**src/rtl/multi_channel_producer_pkg.sv**
```systemverilog
// Shared definitions for the multi-channel request producer.
//   ADDRESS_WIDTH / ID_WIDTH : default per-channel address and id widths
//   FLUSH_CH_W               : width of the flush command channel field
//   prd_state_e              : per-channel issue FSM encoding
//   cnt_w()                  : width of a down/up counter that must hold n-1
package multi_channel_producer_pkg;

  localparam int ADDRESS_WIDTH = 16;
  localparam int ID_WIDTH      = 8;
  localparam int FLUSH_CH_W    = 4;

  typedef enum logic [1:0] {
    PRD_IDLE  = 2'd0,
    PRD_ISSUE = 2'd1,
    PRD_GAP   = 2'd2
  } prd_state_e;

  function automatic int cnt_w(input int n);
    return (n < 2) ? 1 : $clog2(n);
  endfunction

endpackage

```
**src/rtl/multi_channel_producer_flush_fifo.sv**
```systemverilog
// flush_fifo: synchronous FIFO holding pending flush commands.
//   clk, reset : clock, async active-high reset (contents are dropped)
//   push, din  : write request and data; ignored while full
//   pop        : read request; ignored while empty
//   dout       : head entry, valid whenever empty=0 (show-ahead)
//   full/empty : occupancy flags
module flush_fifo
  import multi_channel_producer_pkg::*;
#(
  parameter int WIDTH = 12,
  parameter int DEPTH = 4
) (
  input  logic             clk,
  input  logic             reset,
  input  logic             push,
  input  logic             pop,
  input  logic [WIDTH-1:0] din,
  output logic [WIDTH-1:0] dout,
  output logic             full,
  output logic             empty
);

  localparam int PTR_W = $clog2(DEPTH);

  logic [WIDTH-1:0] mem [DEPTH];
  logic [PTR_W:0]   wr_ptr;
  logic [PTR_W:0]   rd_ptr;
  logic             do_push;
  logic             do_pop;

  // Extra pointer MSB tells a full queue apart from an empty one.
  assign empty   = (wr_ptr == rd_ptr);
  assign full    = (wr_ptr[PTR_W] != rd_ptr[PTR_W]) &&
                   (wr_ptr[PTR_W-1:0] == rd_ptr[PTR_W-1:0]);
  assign do_push = push && !full;
  assign do_pop  = pop && !empty;
  assign dout    = mem[rd_ptr[PTR_W-1:0]];

  always_ff @(posedge clk or posedge reset) begin
    if (reset) begin
      wr_ptr <= '0;
      rd_ptr <= '0;
    end else begin
      if (do_push) wr_ptr <= wr_ptr + (PTR_W+1)'(1);
      if (do_pop)  rd_ptr <= rd_ptr + (PTR_W+1)'(1);
    end
  end

  always_ff @(posedge clk) begin
    if (do_push) mem[wr_ptr[PTR_W-1:0]] <= din;
  end

endmodule

```
**src/rtl/multi_channel_producer.sv**
```systemverilog
// multi_channel_producer: per-channel request generator with burst/gap pacing
// and a shared flush-command queue.
//   clk, reset          : clock, async active-high reset
//   ch_enable, in_stall : per-channel issue enable and backpressure
//   out_address/id/valid: per-channel request, channel c in slice c
//   flush_req/_ch/_id   : host push into the flush queue, flush_req_ready = not full
//   flush, flush_id     : one-cycle flush pulse and its id, slice of target channel
//
// state     | meaning
// PRD_IDLE  | channel disabled, valid low, counters kept
// PRD_ISSUE | request presented, waiting for accept
// PRD_GAP   | inter-burst idle, gap_cnt counting down to zero
module multi_channel_producer
  import multi_channel_producer_pkg::*;
#(
  parameter int NUM_CH      = 2,
  parameter int ADDR_W      = ADDRESS_WIDTH,
  parameter int ID_W        = ID_WIDTH,
  parameter int TAG_W       = 4,
  parameter int STRIDE      = 4,
  parameter int BURST_LEN   = 0,
  parameter int GAP_LEN     = 0,
  parameter int FLUSH_DEPTH = 4
) (
  input  logic                   clk,
  input  logic                   reset,
  input  logic [NUM_CH-1:0]      ch_enable,
  input  logic [NUM_CH-1:0]      in_stall,
  output logic [NUM_CH*ADDR_W-1:0] out_address,
  output logic [NUM_CH*ID_W-1:0] out_id,
  output logic [NUM_CH-1:0]      out_valid,
  input  logic                   flush_req,
  input  logic [FLUSH_CH_W-1:0]  flush_req_ch,
  input  logic [ID_W-1:0]        flush_req_id,
  output logic                   flush_req_ready,
  output logic [NUM_CH-1:0]      flush,
  output logic [NUM_CH*ID_W-1:0] flush_id
);

  localparam int SEQ_W   = ID_W - TAG_W;
  localparam int BEAT_W  = cnt_w(BURST_LEN);
  localparam int GAP_W   = cnt_w(GAP_LEN);
  localparam int ENTRY_W = FLUSH_CH_W + ID_W;

  for (genvar c = 0; c < NUM_CH; c++) begin : g_ch
    localparam logic [TAG_W-1:0] TAG = TAG_W'(c + 1);

    prd_state_e        state;
    logic [ADDR_W-1:0] addr_q;
    logic [SEQ_W-1:0]  seq_q;
    logic [ID_W-1:0]   id_q;
    logic              valid_q;
    logic [BEAT_W-1:0] beat_cnt;
    logic [GAP_W-1:0]  gap_cnt;
    logic              accept;
    logic              burst_end;
    logic [ADDR_W-1:0] addr_next;
    logic [SEQ_W-1:0]  seq_next;

    assign accept    = valid_q && !in_stall[c];
    assign burst_end = (BURST_LEN != 0) && (beat_cnt == BEAT_W'(BURST_LEN - 1));
    // addr_q/seq_q hold the last loaded request, so the next one is one step ahead.
    assign addr_next = addr_q + ADDR_W'(STRIDE);
    assign seq_next  = seq_q + SEQ_W'(1);

    always_ff @(posedge clk or posedge reset) begin
      if (reset) begin
        state    <= PRD_IDLE;
        addr_q   <= '0;
        seq_q    <= '0;
        id_q     <= '0;
        valid_q  <= 1'b0;
        beat_cnt <= '0;
        gap_cnt  <= '0;
      end else begin
        case (state)
          PRD_IDLE: begin
            if (ch_enable[c]) begin
              addr_q  <= addr_next;
              seq_q   <= seq_next;
              id_q    <= {TAG, seq_next};
              valid_q <= 1'b1;
              state   <= PRD_ISSUE;
            end
          end
          PRD_ISSUE: begin
            if (accept) begin
              beat_cnt <= burst_end ? '0 : beat_cnt + BEAT_W'(1);
              if (!ch_enable[c]) begin
                valid_q <= 1'b0;
                state   <= PRD_IDLE;
              end else if (burst_end && (GAP_LEN != 0)) begin
                valid_q <= 1'b0;
                gap_cnt <= GAP_W'(GAP_LEN - 1);
                state   <= PRD_GAP;
              end else begin
                addr_q <= addr_next;
                seq_q  <= seq_next;
                id_q   <= {TAG, seq_next};
              end
            end
          end
          PRD_GAP: begin
            if (gap_cnt != '0) begin
              gap_cnt <= gap_cnt - GAP_W'(1);
            end else if (ch_enable[c]) begin
              addr_q  <= addr_next;
              seq_q   <= seq_next;
              id_q    <= {TAG, seq_next};
              valid_q <= 1'b1;
              state   <= PRD_ISSUE;
            end else begin
              state <= PRD_IDLE;
            end
          end
          default: begin
            valid_q <= 1'b0;
            state   <= PRD_IDLE;
          end
        endcase
      end
    end

    assign out_valid[c]                    = valid_q;
    assign out_address[c*ADDR_W +: ADDR_W] = addr_q;
    assign out_id[c*ID_W +: ID_W]          = id_q;
  end

  logic [ENTRY_W-1:0]    fifo_din;
  logic [ENTRY_W-1:0]    fifo_dout;
  logic                  fifo_full;
  logic                  fifo_empty;
  logic [FLUSH_CH_W-1:0] pop_ch;
  logic [ID_W-1:0]       pop_id;

  assign fifo_din        = {flush_req_ch, flush_req_id};
  assign flush_req_ready = !fifo_full;
  assign pop_ch          = fifo_dout[ENTRY_W-1 -: FLUSH_CH_W];
  assign pop_id          = fifo_dout[ID_W-1:0];

  flush_fifo #(
    .WIDTH (ENTRY_W),
    .DEPTH (FLUSH_DEPTH)
  ) u_flush_fifo (
    .clk   (clk),
    .reset (reset),
    .push  (flush_req),
    .pop   (!fifo_empty),
    .din   (fifo_din),
    .dout  (fifo_dout),
    .full  (fifo_full),
    .empty (fifo_empty)
  );

  // Head entry is retired every cycle; an out-of-range channel just burns the slot.
  always_ff @(posedge clk or posedge reset) begin
    if (reset) begin
      flush    <= '0;
      flush_id <= '0;
    end else begin
      flush    <= '0;
      flush_id <= '0;
      if (!fifo_empty) begin
        for (int c = 0; c < NUM_CH; c++) begin
          if (pop_ch == FLUSH_CH_W'(c)) begin
            flush[c]                <= 1'b1;
            flush_id[c*ID_W +: ID_W] <= pop_id;
          end
        end
      end
    end
  end

endmodule

```
**config.mk**
```make
export PLATFORM = sky130hd
export DESIGN_NAME = multi_channel_producer
export DESIGN_NICKNAME = d
export VERILOG_FILES = /design/src/rtl/multi_channel_producer_pkg.sv /design/src/rtl/multi_channel_producer_flush_fifo.sv /design/src/rtl/multi_channel_producer.sv
export SDC_FILE = /design/constraint.sdc
export NUM_CORES = 1
export LEC_CHECK = 0
export CORE_ASPECT_RATIO = 1.25
export CORE_MARGIN = 2
export CORE_UTILIZATION = 50
export DETAILED_ROUTE_END_ITERATION = 8
export PLACE_DENSITY = 0.78
export SYNTH_ARGS = -nofsm -noshare
export SYNTH_HDL_FRONTEND = slang
export SYNTH_SLANG_ARGS = --single-unit
```
**constraint.sdc**
```tcl
create_clock -name clk -period 2.8 [get_ports clk]
set_clock_uncertainty 0.2 [all_clocks]
set_input_delay 0.42 -clock clk [delete_from_list [all_inputs] [get_ports clk]]
set_output_delay 0.42 -clock clk [all_outputs]
set_load 0.005 [all_outputs]
```
### Word-level counts from Yosys, hierarchy flattened

Memories as Yosys holds them, arrays and structs flattened.
Index checks and enable logic that the tools add are counted.
W data, S select, Z words.

* register bits after elaboration: 88
* bits in writable memories: 48
* output and inout bits: 69
* word-level logic and storage cells: 115
* memories kept: 1

Memory list
* u_flush_fifo.mem: depth 4, width 12, read ports 1, clocked after Yosys merged registers in 0, wr ports 1, RTL line multi_channel_producer_flush_fifo.sv:25 `logic [WIDTH-1:0] mem [DEPTH];`

* add/subtract/negate cells: 8
* equal/unequal tests: 16
* muxes and demuxes: 56
* reduce and logical (&&, ||, !) cells: 18

Operator list (number)
* $mux W16: 7
* $pmux W16 S3: 2
* $mux W8: 8
* $pmux W8 S3: 2
* $add A16 B3 Y16 const B: 2
* $mux W4: 6
* $pmux W4 S3: 2
* $mux W2: 9
* $mux W1: 16
* $ne A2 B2 Y1 const B: 8
* $pmux W2 S3: 2
* $reduce_and A3 Y1: 4
* $add A4 B1 Y4 const B: 2
* $reduce_and A4 Y1: 2
* $add A3 B1 Y3 const B: 2
* $pmux W1 S3: 2
* $reduce_bool A3 Y1: 2
* $eq A2 B1 Y1 const B: 2
* $eq A2 B2 Y1 const B: 2
* $eq A4 B1 Y1 const B: 1
* $logic_and A1 B1 Y1: 4
* $logic_not A2 Y1: 2
* $logic_not A4 Y1: 1
* $eq A3 B3 Y1: 1
* 4 further kinds: 7

### Longest topological paths before layout

* depth after elaboration: 6
* mapped depth: 6

### Hierarchy

Synthesis repeated with hierarchy kept, for this count alone.

* cells, all modules: 306
* area, all modules: 4729.5 sq um

Modules (own cells, without submodules)
* multi_channel_producer: times used 1, cells an instance 193, area each 2477.4 sq um, seq. area each 1501.4 sq um
* flush_fifo: times used 1, cells an instance 113, area each 2252.2 sq um, seq. area each 1591.5 sq um

### Least setup slack after synthesis

OpenSTA, ideal clock, no wires.

* kind: reg2reg
* start point: register u_flush_fifo.rd_ptr[0]
* end point: memory u_flush_fifo.mem[3][0], enable pin
* library setup time: 362 ps
* arrival: 1334 ps
* path slack: 903 ps
* cell stages (with the launch flop): 6
* path buffers: 2
* cells stage by stage: dfrtp_1 > buf_6 > buf_12 > xnor2_2 > nand3_2 > and3_1

* longest elaborated chain between the ends: 6

Ends and longest elaborated chain
* from (decl): RTL line multi_channel_producer_flush_fifo.sv:27 `logic [PTR_W:0] rd_ptr;`
* from (signal assigned): RTL line multi_channel_producer_flush_fifo.sv:45 `if (do_pop) rd_ptr <= rd_ptr + (PTR_W+1)'(1);`
* $eq A2 B2 Y1: RTL line multi_channel_producer_flush_fifo.sv:34 `(wr_ptr[PTR_W-1:0] == rd_ptr[PTR_W-1:0]);`
* $logic_and A1 B1 Y1: RTL line multi_channel_producer_flush_fifo.sv:33 `assign full = (wr_ptr[PTR_W] != rd_ptr[PTR_W]) &&`
* $logic_not A1 Y1
* via flush_req_ready: RTL line multi_channel_producer.sv:35 `output logic flush_req_ready,`
* $logic_and A1 B1 Y1: RTL line multi_channel_producer_flush_fifo.sv:35 `assign do_push = push && !full;`
* $mux W1: RTL line multi_channel_producer_flush_fifo.sv:50 `if (do_push) mem[wr_ptr[PTR_W-1:0]] <= din;`
* $mux W1 (implied by the code): RTL line multi_channel_producer_flush_fifo.sv:50
* to (decl): RTL line multi_channel_producer_flush_fifo.sv:25

The timed path passes the listed nets, and every way through them passes these cells.

### Final worst setup path

* start point: register u_flush_fifo.rd_ptr[1]
* end point: output flush_req_ready

* longest elaborated chain between the ends: 3

Ends and longest elaborated chain
* $eq A2 B2 Y1: RTL line multi_channel_producer_flush_fifo.sv:34
* $logic_and A1 B1 Y1: RTL line multi_channel_producer_flush_fifo.sv:33
* $logic_not A1 Y1: RTL line multi_channel_producer.sv:137 `assign flush_req_ready = !fifo_full;`
* to (decl): RTL line multi_channel_producer.sv:35

No other way between the ends.

==> reports/metrics.cfg <==
[pwr]
power_density_nw_per_um2=957
power_frac_comb=0.245
cell_internal_pwr_w=0.00415
vdd_drop_max_mv=0.648
power.leakage_nw=2.45
clock_power_share=0.338
switching_power_w=0.00164
swShare=0.284
seqPwrFrac=0.417
total_power_w=0.00579

[clocking]
cts_root_buffer=clkbuf_16
cts_made_buffers=17
clk_transition_reported_paths_ps=50
cts_tree=built
htree_levels=4
cts_resized=0
clk_latency_ps=400
cts_setup_buffers=0
clockBufferDepth=2
postCtsHoldBufs=0
cts_sinks=114

[worst_setup_path]
crit_start=u_flush_fifo.rd_ptr[1]
crit_path_max_incr_delay_ps=580
r2r_end=u_flush_fifo.mem[2][4]
crit_chain=xnor2_1 > nand3_2 > clkdlybuf4s50_1
end_kind=output port
r2r_start=u_flush_fifo.rd_ptr[1]
crit_type=reg2out
setup.worst_path.start_class=flop
regToRegSetupSlack_ps=590
worstPathRequired_ps=2180
worstPathArrival_ps=1980
crit_end=flush_req_ready
ff2ff_path_depth=3
slowest_stage=dfrtp_1
critPathMaxFanout=14

[route]
vias=2697
drtAntennaViolNets=0
drtPass1Iterations=4
vias_per_cell=5.03
drc_errors=0
wl_per_cell_um=15.3
drtIter0Drc=107
drt_wl_total_mm=8.19

[logic_synthesis]
synth_area_per_cell_um2=15.1
netlist_instances=306
synth.distinct_cells=36
yosys_warnings=0
synth.largest_area_cell=dfrtp_1
syn-cell-area_um2=4610
synth_area_leaders=dfrtp_1 36%, edfxtp_1 31%, xnor2_1 5.1%, mux4_2 3.4%, ha_1 2.4%
synth-seq-cells=114
synth_top_area_frac=0.358
yosysSeqAreaShare=0.670

[global_routing]
grt_antenna_before_repair=0
overflow=0
grt_max_degree=45
track_usage=0.178
grt_pass1_wl_mm=13.7
grt_pass1_vias=2782

[sta]
min_period_ps=2600
final.period_utilization=0.928
tightest_slew_ps=644
rsz0062_at_grt=false
max_clock_freq_mhz=385
layout_setup_ws_ps=201
holdWs_ps=181
maxSlewViolCount=0
setup_viol=0
setup-tns-final_ps=0
slew_headroom=0.571
hold_violations=0

[floorplan]
start_util=0.508
die_y_um=111
core_area_um2=9080
std_cell_rows=39
pin_count=88
die_x_um=89.9
dieArea_um2=10000

[final_layout]
drive_gt1_frac=0.138
nNetsFinal=428
final_area_um2=6050
final_cell_mix=77 x clkdlybuf4s50_1, 66 x dfrtp_1, 48 x edfxtp_1
num_antenna_cells=0
final_common_cell=clkdlybuf4s50_1
area_delta_synth_final_pct=31.1

[placed_design]
hpwl_mm=5.42
place_area_um2=5490
gp_congestion=0.776
io_buffers=77
pre_cts_slack_ps=494

[run]
maxCapViolCount=0

[status]
status=completed

[hold_path]
holdCritPathClass=in2async

area by class of cell:
class	instances	area, um2
Clock inverter	13	113
Multi-Input combinational cell	179	1400
Sequential cell	114	3090
Timing Repair Buffer	83	828
Tap cell	123	154
Fill cell	696	3030
Clock buffer	19	443
Inverter	5	18.8
power groups by stage:
stage	registers [W]	logic [W]	clock network [W]
final	0.00241	0.00142	0.00196
after global routing	0.00246	0.00156	0.00210
after CTS	0.00242	0.00144	0.00200
after detailed placement	0.00245	0.00143	0
after global placement	0.00243	0.00140	0
after floorplan	0.00235	0.000935	0
worst min path at each step:
stage	from	to	slack (ps)	depth (start not counted)
after floorplan	g_ch[0].id_q[4]	g_ch[0].id_q[4]	260	1
after global placement	g_ch[0].addr_q[15]	g_ch[0].addr_q[15]	260	1
after detailed placement	g_ch[1].id_q[3]	g_ch[1].id_q[3]	260	1
after CTS	reset	g_ch[0].valid_q	180	2
after global routing	reset	g_ch[0].valid_q	230	2
final	reset	g_ch[0].valid_q	180	2
cells in the mapped netlist:
master and number:
a211oi_1 2, a211oi_2 1, a21bo_2 1, a21boi_1 2
a21o_1 2, a21oi_1 4, and2_1 1, and3_1 9
and4_1 2, buf_12 1, buf_2 1, buf_4 13
buf_6 1, clkbuf_1 1, conb_1 1, dfrtp_1 66
edfxtp_1 48, ha_1 9, inv_1 5, mux2_2 4
mux4_1 4, mux4_2 7, nand2_1 17, nand2b_1 11
nand3_1 9, nand3_2 1, nand3_4 2, nand3b_2 1
nand4_1 12, nor2_1 25, nor3_1 2, o21ai_0 1
or2_2 1, xnor2_1 27, xnor2_2 1, xor2_1 11
critical path: cells and delay by family (launching register included):
| family | cells | cell delay [ps] |
|---|---|---|
| DFF | 1 | 580 |
| buffers and inverters | 1 | 480 |
| xor gates and xnor gates | 1 | 350 |
| and+or+nand+nor | 1 | 170 |
stage by stage:
step                       util  cells
after detailed placement  0.605    504
after global placement    0.605    504
after CTS                 0.666    536
after global routing      0.666    536
after floorplan               -    315
final                     0.666    536
layer usage:
| layer | track usage | up-vias | part of all wire |
|---|---|---|---|
| met2 | 0.302 | 71 | 0.53 |
| met1 | 0.214 | 1357 | 0.41 |
| met5 | 0 | - | 0 |
| met4 | 0.0646 | 0 | 0.0070 |
| li1 | - | 1264 | - |
| met3 | 0.0622 | 5 | 0.044 |
flip-flops by register name (all words and copies together) (netlist names):
signal	count
u_flush_fifo.wr_ptr	3
g_ch.seq_q	6
g_ch.id_q	4
g_ch.valid_q	2
flush	2
u_flush_fifo.mem	48
u_flush_fifo.rd_ptr	3
g_ch.state	2
flush_id	16
g_ch.addr_q	28
kinds of logic (layout without fill, tap and decap cells):
logic type,after synthesis,in the layout,share of synthesized area
other cells,1,10,0.000813
buf+inv,22,120,0.0339
flops,114,114,0.670
fa+ha+maj,9,9,0.0244
simple gates,93,93,0.108
mux,15,15,0.0667
compound gates,13,13,0.0201
xor+xnor,39,39,0.0757
Note: power is estimated with default switching activity, not from simulation.
